`src/rtl/ledpi_pkg.sv`:
```
//------------------------------------------------------------------------------
// ledpi_pkg
//   Shared definitions for the LED panel pixel path.
//   - SYNC_BYTE_DEFAULT : frame start marker used by the SPI pixel unpacker
//   - COLOR_W / RGB_W   : width of one colour channel and of a packed RGB pixel
//   - state_t           : unpacker FSM states
//------------------------------------------------------------------------------
`timescale 1ns/1ps
package ledpi_pkg;

  localparam logic [7:0] SYNC_BYTE_DEFAULT = 8'hA5;
  localparam int         COLOR_W           = 8;
  localparam int         RGB_W             = 3 * COLOR_W;

  typedef enum logic [1:0] {
    IDLE  = 2'd0,
    GET_R = 2'd1,
    GET_G = 2'd2,
    GET_B = 2'd3
  } state_t;

endpackage

```
`src/rtl/spi_pixel_unpacker.sv`:
```
//------------------------------------------------------------------------------
// spi_pixel_unpacker
//   Parses a framed RGB byte stream from the SPI byte receiver and writes
//   24-bit pixels into a double-banked frame buffer. A frame is SYNC_BYTE
//   followed by NUM_PIXELS R,G,B triplets. Writes go to the hidden bank
//   (~disp_bank); when the last pixel is written the display bank flips.
//
// Ports
//   clk         system clock
//   rst_n       asynchronous active-low reset
//   byte_valid  one-cycle strobe, byte_data holds a new byte
//   byte_data   received byte
//   link_idle   one-cycle pulse at SPI transaction end (aborts a partial frame)
//   wr_en       frame buffer write strobe (one cycle per pixel)
//   wr_addr     {write bank, pixel index}
//   wr_data     {R,G,B}
//   disp_bank   bank the panel scanner reads
//   frame_done  one-cycle pulse, issued with the last write of a frame
//   frame_err   one-cycle pulse when a partial frame is aborted
//------------------------------------------------------------------------------
`timescale 1ns/1ps
module spi_pixel_unpacker
  import ledpi_pkg::*;
#(
  parameter int          NUM_PIXELS = 512,
  parameter logic [7:0]  SYNC_BYTE  = SYNC_BYTE_DEFAULT,
  localparam int         ADDR_W     = $clog2(NUM_PIXELS)
) (
  input  logic              clk,
  input  logic              rst_n,
  input  logic              byte_valid,
  input  logic [7:0]        byte_data,
  input  logic              link_idle,
  output logic              wr_en,
  output logic [ADDR_W:0]   wr_addr,
  output logic [RGB_W-1:0]  wr_data,
  output logic              disp_bank,
  output logic              frame_done,
  output logic              frame_err
);

  localparam logic [ADDR_W-1:0] LAST_IDX = ADDR_W'(NUM_PIXELS - 1);

  state_t               state_reg;
  logic [ADDR_W-1:0]    idx_reg;
  logic [COLOR_W-1:0]   r_reg;
  logic [COLOR_W-1:0]   g_reg;

  always_ff @(posedge clk or negedge rst_n) begin
    if (!rst_n) begin
      state_reg  <= IDLE;
      idx_reg    <= '0;
      r_reg      <= '0;
      g_reg      <= '0;
      wr_en      <= 1'b0;
      wr_addr    <= '0;
      wr_data    <= '0;
      disp_bank  <= 1'b0;
      frame_done <= 1'b0;
      frame_err  <= 1'b0;
    end else begin
      // Strobes default low; each is asserted for a single cycle below.
      wr_en      <= 1'b0;
      frame_done <= 1'b0;
      frame_err  <= 1'b0;

      case (state_reg)
        IDLE: begin
          // link_idle is meaningless here; only the sync marker starts a frame.
          if (byte_valid && (byte_data == SYNC_BYTE)) begin
            state_reg <= GET_R;
            idx_reg   <= '0;
          end
        end

        GET_R: begin
          // Abort takes priority over a colliding R byte.
          if (link_idle) begin
            state_reg <= IDLE;
            idx_reg   <= '0;
            frame_err <= 1'b1;
          end else if (byte_valid) begin
            r_reg     <= byte_data;
            state_reg <= GET_G;
          end
        end

        GET_G: begin
          if (link_idle) begin
            state_reg <= IDLE;
            idx_reg   <= '0;
            frame_err <= 1'b1;
          end else if (byte_valid) begin
            g_reg     <= byte_data;
            state_reg <= GET_B;
          end
        end

        GET_B: begin
          if (byte_valid) begin
            // The B byte is always consumed, even if link_idle arrives with it.
            // The write uses the bank as it was before any flip this cycle.
            wr_en   <= 1'b1;
            wr_data <= {r_reg, g_reg, byte_data};
            wr_addr <= {~disp_bank, idx_reg};
            if (idx_reg == LAST_IDX) begin
              frame_done <= 1'b1;
              disp_bank  <= ~disp_bank;
              idx_reg    <= '0;
              state_reg  <= IDLE;
            end else if (link_idle) begin
              frame_err <= 1'b1;
              idx_reg   <= '0;
              state_reg <= IDLE;
            end else begin
              idx_reg   <= idx_reg + ADDR_W'(1);
              state_reg <= GET_R;
            end
          end else if (link_idle) begin
            state_reg <= IDLE;
            idx_reg   <= '0;
            frame_err <= 1'b1;
          end
        end

        default: begin
          state_reg <= IDLE;
          idx_reg   <= '0;
        end
      endcase
    end
  end

endmodule

```
`config.mk`:
```
export PLATFORM = sky130hd
export DESIGN_NAME = spi_pixel_unpacker
export DESIGN_NICKNAME = d
export VERILOG_FILES = /design/src/rtl/ledpi_pkg.sv /design/src/rtl/spi_pixel_unpacker.sv
export SDC_FILE = /design/constraint.sdc
export NUM_CORES = 1
export LEC_CHECK = 0
export CAP_MARGIN = 40
export CORE_ASPECT_RATIO = 0.5
export CORE_MARGIN = 2
export CORE_UTILIZATION = 47
export DETAILED_ROUTE_END_ITERATION = 8
export PLACE_DENSITY = 0.81
export SYNTH_ARGS = -nofsm -noshare
export SYNTH_HDL_FRONTEND = slang
export SYNTH_SLANG_ARGS = --single-unit
```
`constraint.sdc`:
```
create_clock -name clk -period 2.1 [get_ports clk]
set_clock_uncertainty 0.05 [all_clocks]
set_input_delay 0.21 -clock clk [delete_from_list [all_inputs] [get_ports clk]]
set_output_delay 0.21 -clock clk [all_outputs]
set_load 0.02 [all_outputs]
```
== Word level (Yosys, flattened, before mapping) ==
Index checks and enable logic that the tools add are counted.
Word-level totals
  output and inout bits: 38
  word-level logic and storage cells: 55
  flip-flop bits (word level): 65
Operators by class
  eq/ne operators: 9
  multiplexer cells: 25
  reductions and logical operators: 8
  add/subtract/negate cells: 1
  bitwise operators: 2
Operators by type and width (count)
  $mux 9: 5
  $pmux 9 s3: 1
  $mux 2: 7
  $mux 1: 10
  $add 9x1->9 const B: 1
  $eq 9x9->1 const B: 1
  $ne 3x3->1 const B: 3
  $reduce_and 3->1: 3
  $eq 8x8->1 const B: 1
  $pmux 2 s4: 1
  $eq 2x2->1 const B: 2
  $reduce_and 4->1: 1
  $eq 2x1->1 const B: 1
  $logic_not 2->1: 1
  $ne 2x2->1 const B: 1
  $not 1->1: 2
  $pmux 1 s2: 1
  $reduce_and 2->1: 1
  $reduce_or 2->1: 1
  $logic_and 1x1->1: 1

== Logic depth before layout (Yosys ltp) ==
  word-level depth: 5
  mapped depth: 9
  depth with buffers taken out: 9

== Least setup slack after synthesis ==
Ideal clock, no wire load.
  kind: register -> register
  start: register idx_reg[0]
  end: register idx_reg[3]
  clock period less this slack: 2068 ps
  cell stages (with the launch flop): 9
  data arrival time: 1952 ps
  setup slack: 32 ps
  path through: dfrtp_1 -> ha_1 -> and3_1 -> nand3_1 -> nor2_1 -> ha_1 -> or4_1 -> a31oi_1 -> a22o_1
Between the ends
  word-level cells in the longest chain between the ends: 5
Ends and longest elaborated chain
  from (decl): RTL line spi_pixel_unpacker.sv:45  | logic [ADDR_W-1:0] idx_reg;
  from (signal assigned): RTL line spi_pixel_unpacker.sv:116  | idx_reg <= idx_reg + ADDR_W'(1);
  $add 9x1->9: RTL line spi_pixel_unpacker.sv:116
  $mux 9: RTL line spi_pixel_unpacker.sv:111  | end else if (link_idle) begin
  $mux 9 (*): RTL line spi_pixel_unpacker.sv:106  | if (idx_reg == LAST_IDX) begin
  $mux 9 (*): RTL line spi_pixel_unpacker.sv:100  | if (byte_valid) begin
  $pmux 9 s3 (*): RTL line spi_pixel_unpacker.sv:67  | case (state_reg)
Mark *: on every way between the ends. The rest lies on a longest branch, timed or not.
A chain may end at the register's enable or synchronous reset.

== Worst setup path after layout ==
  start: register idx_reg[1]
  end: register idx_reg[6]
Same word-level chain as after synthesis.

==> run metrics <==
YS warnings 0; Place WS -0.0656 ns; post-synthesis cell count about 220; R2R setup slack 0.04 ns; layout overhead on the synthesized area 37.2%; setup ws final 0.0408 ns; Async SR Flop Fraction 100%; worst skew pair latency 0.33 ns; synth cell count leaders dfrtp_1 (65), mux2_2 (45), nand2_1 (14); H-tree depth 3; reg-to-reg endpoint idx_reg[6]; Setup TNS 0 ns; Placed Area 3510 um^2; final setup fails 0; Yosys cell types 39; critical path's top delay family simple AND/OR/NAND/NOR gates; Largest register FFs 24; synthesized net count roughly 240; Final Util 68.5%; Top Ports 50; top-count cell post-synth dfrtp_1; Max Slew Vio Count 0; Buf/Inv on CP 1; design area 3860 um^2; cell area after synthesis about 2800 um^2; relative slew slack 57.4%; top post-synthesis cells by area dfrtp_1 (58%), mux2_2 (18%), ha_1 (3.1%); Data arrival, critical path 2.28 ns; Max Cap Viol 0; n_diodes 0; Syn Area/Cell 12.9 um^2; row count 19; share of the yosys chip area belonging to registers 57.8%; Vias roughly 2.0k; period utilization 98.1%; Core Area around 5600 um^2; Worst setup SP type register; Synth Flop Type dfrtp_1; Yosys top cell area share 57.8%; largest net degree at the start of global routing 29; status finished, final reports clean; Die W 113 um; share of cells above drive strength 1 31.5%; Setup crit end kind register; Initial Utilization between 40% and 50%; register area 1630 um^2; area occupied by multi-input gates 1160 um^2; first-pass GRT wire length 10400 um; post-synth top area cell dfrtp_1; GRT Overall Usage 20.9%; HPWL after DPL around 4200 um; worst hold margin 0.393 ns; reg-to-reg critical path startpoint idx_reg[1]; Worst EP required 2.32 ns; ANT nets after route 0; Final Critical Period 2.06 ns; DIE AREA 6660 um^2; I/O Buffers 49; drt first pass iters 4; worst vdd ir 506 uV; clock root buffer clkbuf_16; Initial DRC Count 139; total CTS buffers 9; DR WL/cell 17.0 um; unrepaired setup endpoints after global routing true; worst min path class in2async; filler cell count 400; placer congestion estimate 0.906; final hold vios 0; Clock Tree Buf Depth 2; #FFs+latches synth 65; worst-path cell with the longest stage delay dfrtp_1; Crit Path Category reg2reg; CP peak stage delay 0.39 ns; pwr/cell area 1280 nW/um^2; R2R cell count 10; crit path cell chain ha_2 > and3_4 > nand3_2 > nor2_2 > ha_4 > nor4bb_2 > buf_4 > nand4_1 > nor4_1 > a211o_1; Via-to-Cell Ratio 5.48; number of flops mapped to enable cells by yosys 0; Slew @ Worst Pin 0.639 ns; CTS tree built; Overflow after GRT 0; CTS sink count 65; WL final 6310 um; CTS clk-pin slew, worst paths 0.05 ns; Total Nets Final 313; Worst Path Max Fanout 5; initial antenna violation count 0; DIE HEIGHT 58.7 um; vias in the first global route roughly 2.1k; number of remaining DRC errors 0; Fmax 486 MHz; Lkg Pwr 1.78 nW
routing by layer:
layer	vias up	track usage [%]	wire (um)
li1	939	-	-
met1	998	25.3	2770
met2	69	33.3	3000
met3	27	6.18	324
met4	0	13.9	207
met5	-	0	0
where the power goes:
part / internal (mW) / switching [mW] / total [mW] / leakage (nW)
registers: 1.62 / 0.192 / 1.82 / 0.867
clock network: 0.886 / 0.508 / 1.39 / 0.138
logic: 0.874 / 0.846 / 1.72 / 0.776
total: 3.38 / 1.55 / 4.93 / 1.78
area by class of cell:
class	count	area share (%)
inverter	8	0.778
timing repair buffer	73	17.3
tap	73	2.37
multi-input combinational	137	30.1
sequential	65	42.1
clock inverter	2	0.324
clock buffer	13	7.00
per-stage QoR:
| stage | total power, mW | std cells |
|---|---|---|
| after CTS | 4.96 | 371 |
| after global routing | 5.19 | 371 |
| after detailed placement | 3.53 | 353 |
| after global placement | 3.45 | 353 |
| after floorplan | 2.80 | 218 |
| final | 4.93 | 371 |
kinds of logic (layout without fill, tap and decap cells):
family	count (synthesis)	after routing	share of synthesized area [%]
fa+ha+maj	7	7	3.11
mux	46	46	18.5
flops	65	65	57.8
compound gates	33	33	7.87
xor+xnor	1	1	0.311
simple gates	50	50	10.1
buf+inv	16	96	2.31
worst max-delay path by stage:
stage / from / to / cells after the start
finish: idx_reg[1] / idx_reg[6] / 10
global placement: byte_data[4] / state_reg[0] / 5
CTS: idx_reg[1] / idx_reg[6] / 10
detailed placement: byte_data[4] / state_reg[0] / 5
global route: idx_reg[1] / idx_reg[6] / 10
floorplan: idx_reg[0] / idx_reg[3] / 8
placed cells by master, fill, tap and decap left out, types with 2 or more instances in the layout:
master / Yosys / routed
nand3b_1: 3 / 3
a31oi_1: 2 / 2
o21bai_1: 3 / 3
nor4_1: 2 / 2
inv_1: 8 / 8
nor2b_1: 3 / 3
ha_1: 7 / 5
buf_4: 0 / 23
nand2_1: 14 / 14
clkbuf_8: 0 / 3
mux2_2: 45 / 45
a21oi_1: 4 / 4
o21ai_0: 11 / 11
a211o_1: 2 / 2
clkdlybuf4s50_1: 0 / 48
nor3_1: 7 / 7
a22o_1: 3 / 3
nand4_1: 3 / 3
dfrtp_1: 65 / 65
nor2_1: 4 / 3
clkbuf_16: 0 / 9
nand2b_1: 3 / 3
what timing repair did:
action	in CTS	in global routing
setup endpoints to repair	5	6
pin swaps	7	4
hold buffers	1	0
hold endpoints to repair	26	0
setup buffers	2	0
resized for setup	6	3
No activity file was read; power rests on OpenSTA's default activity.
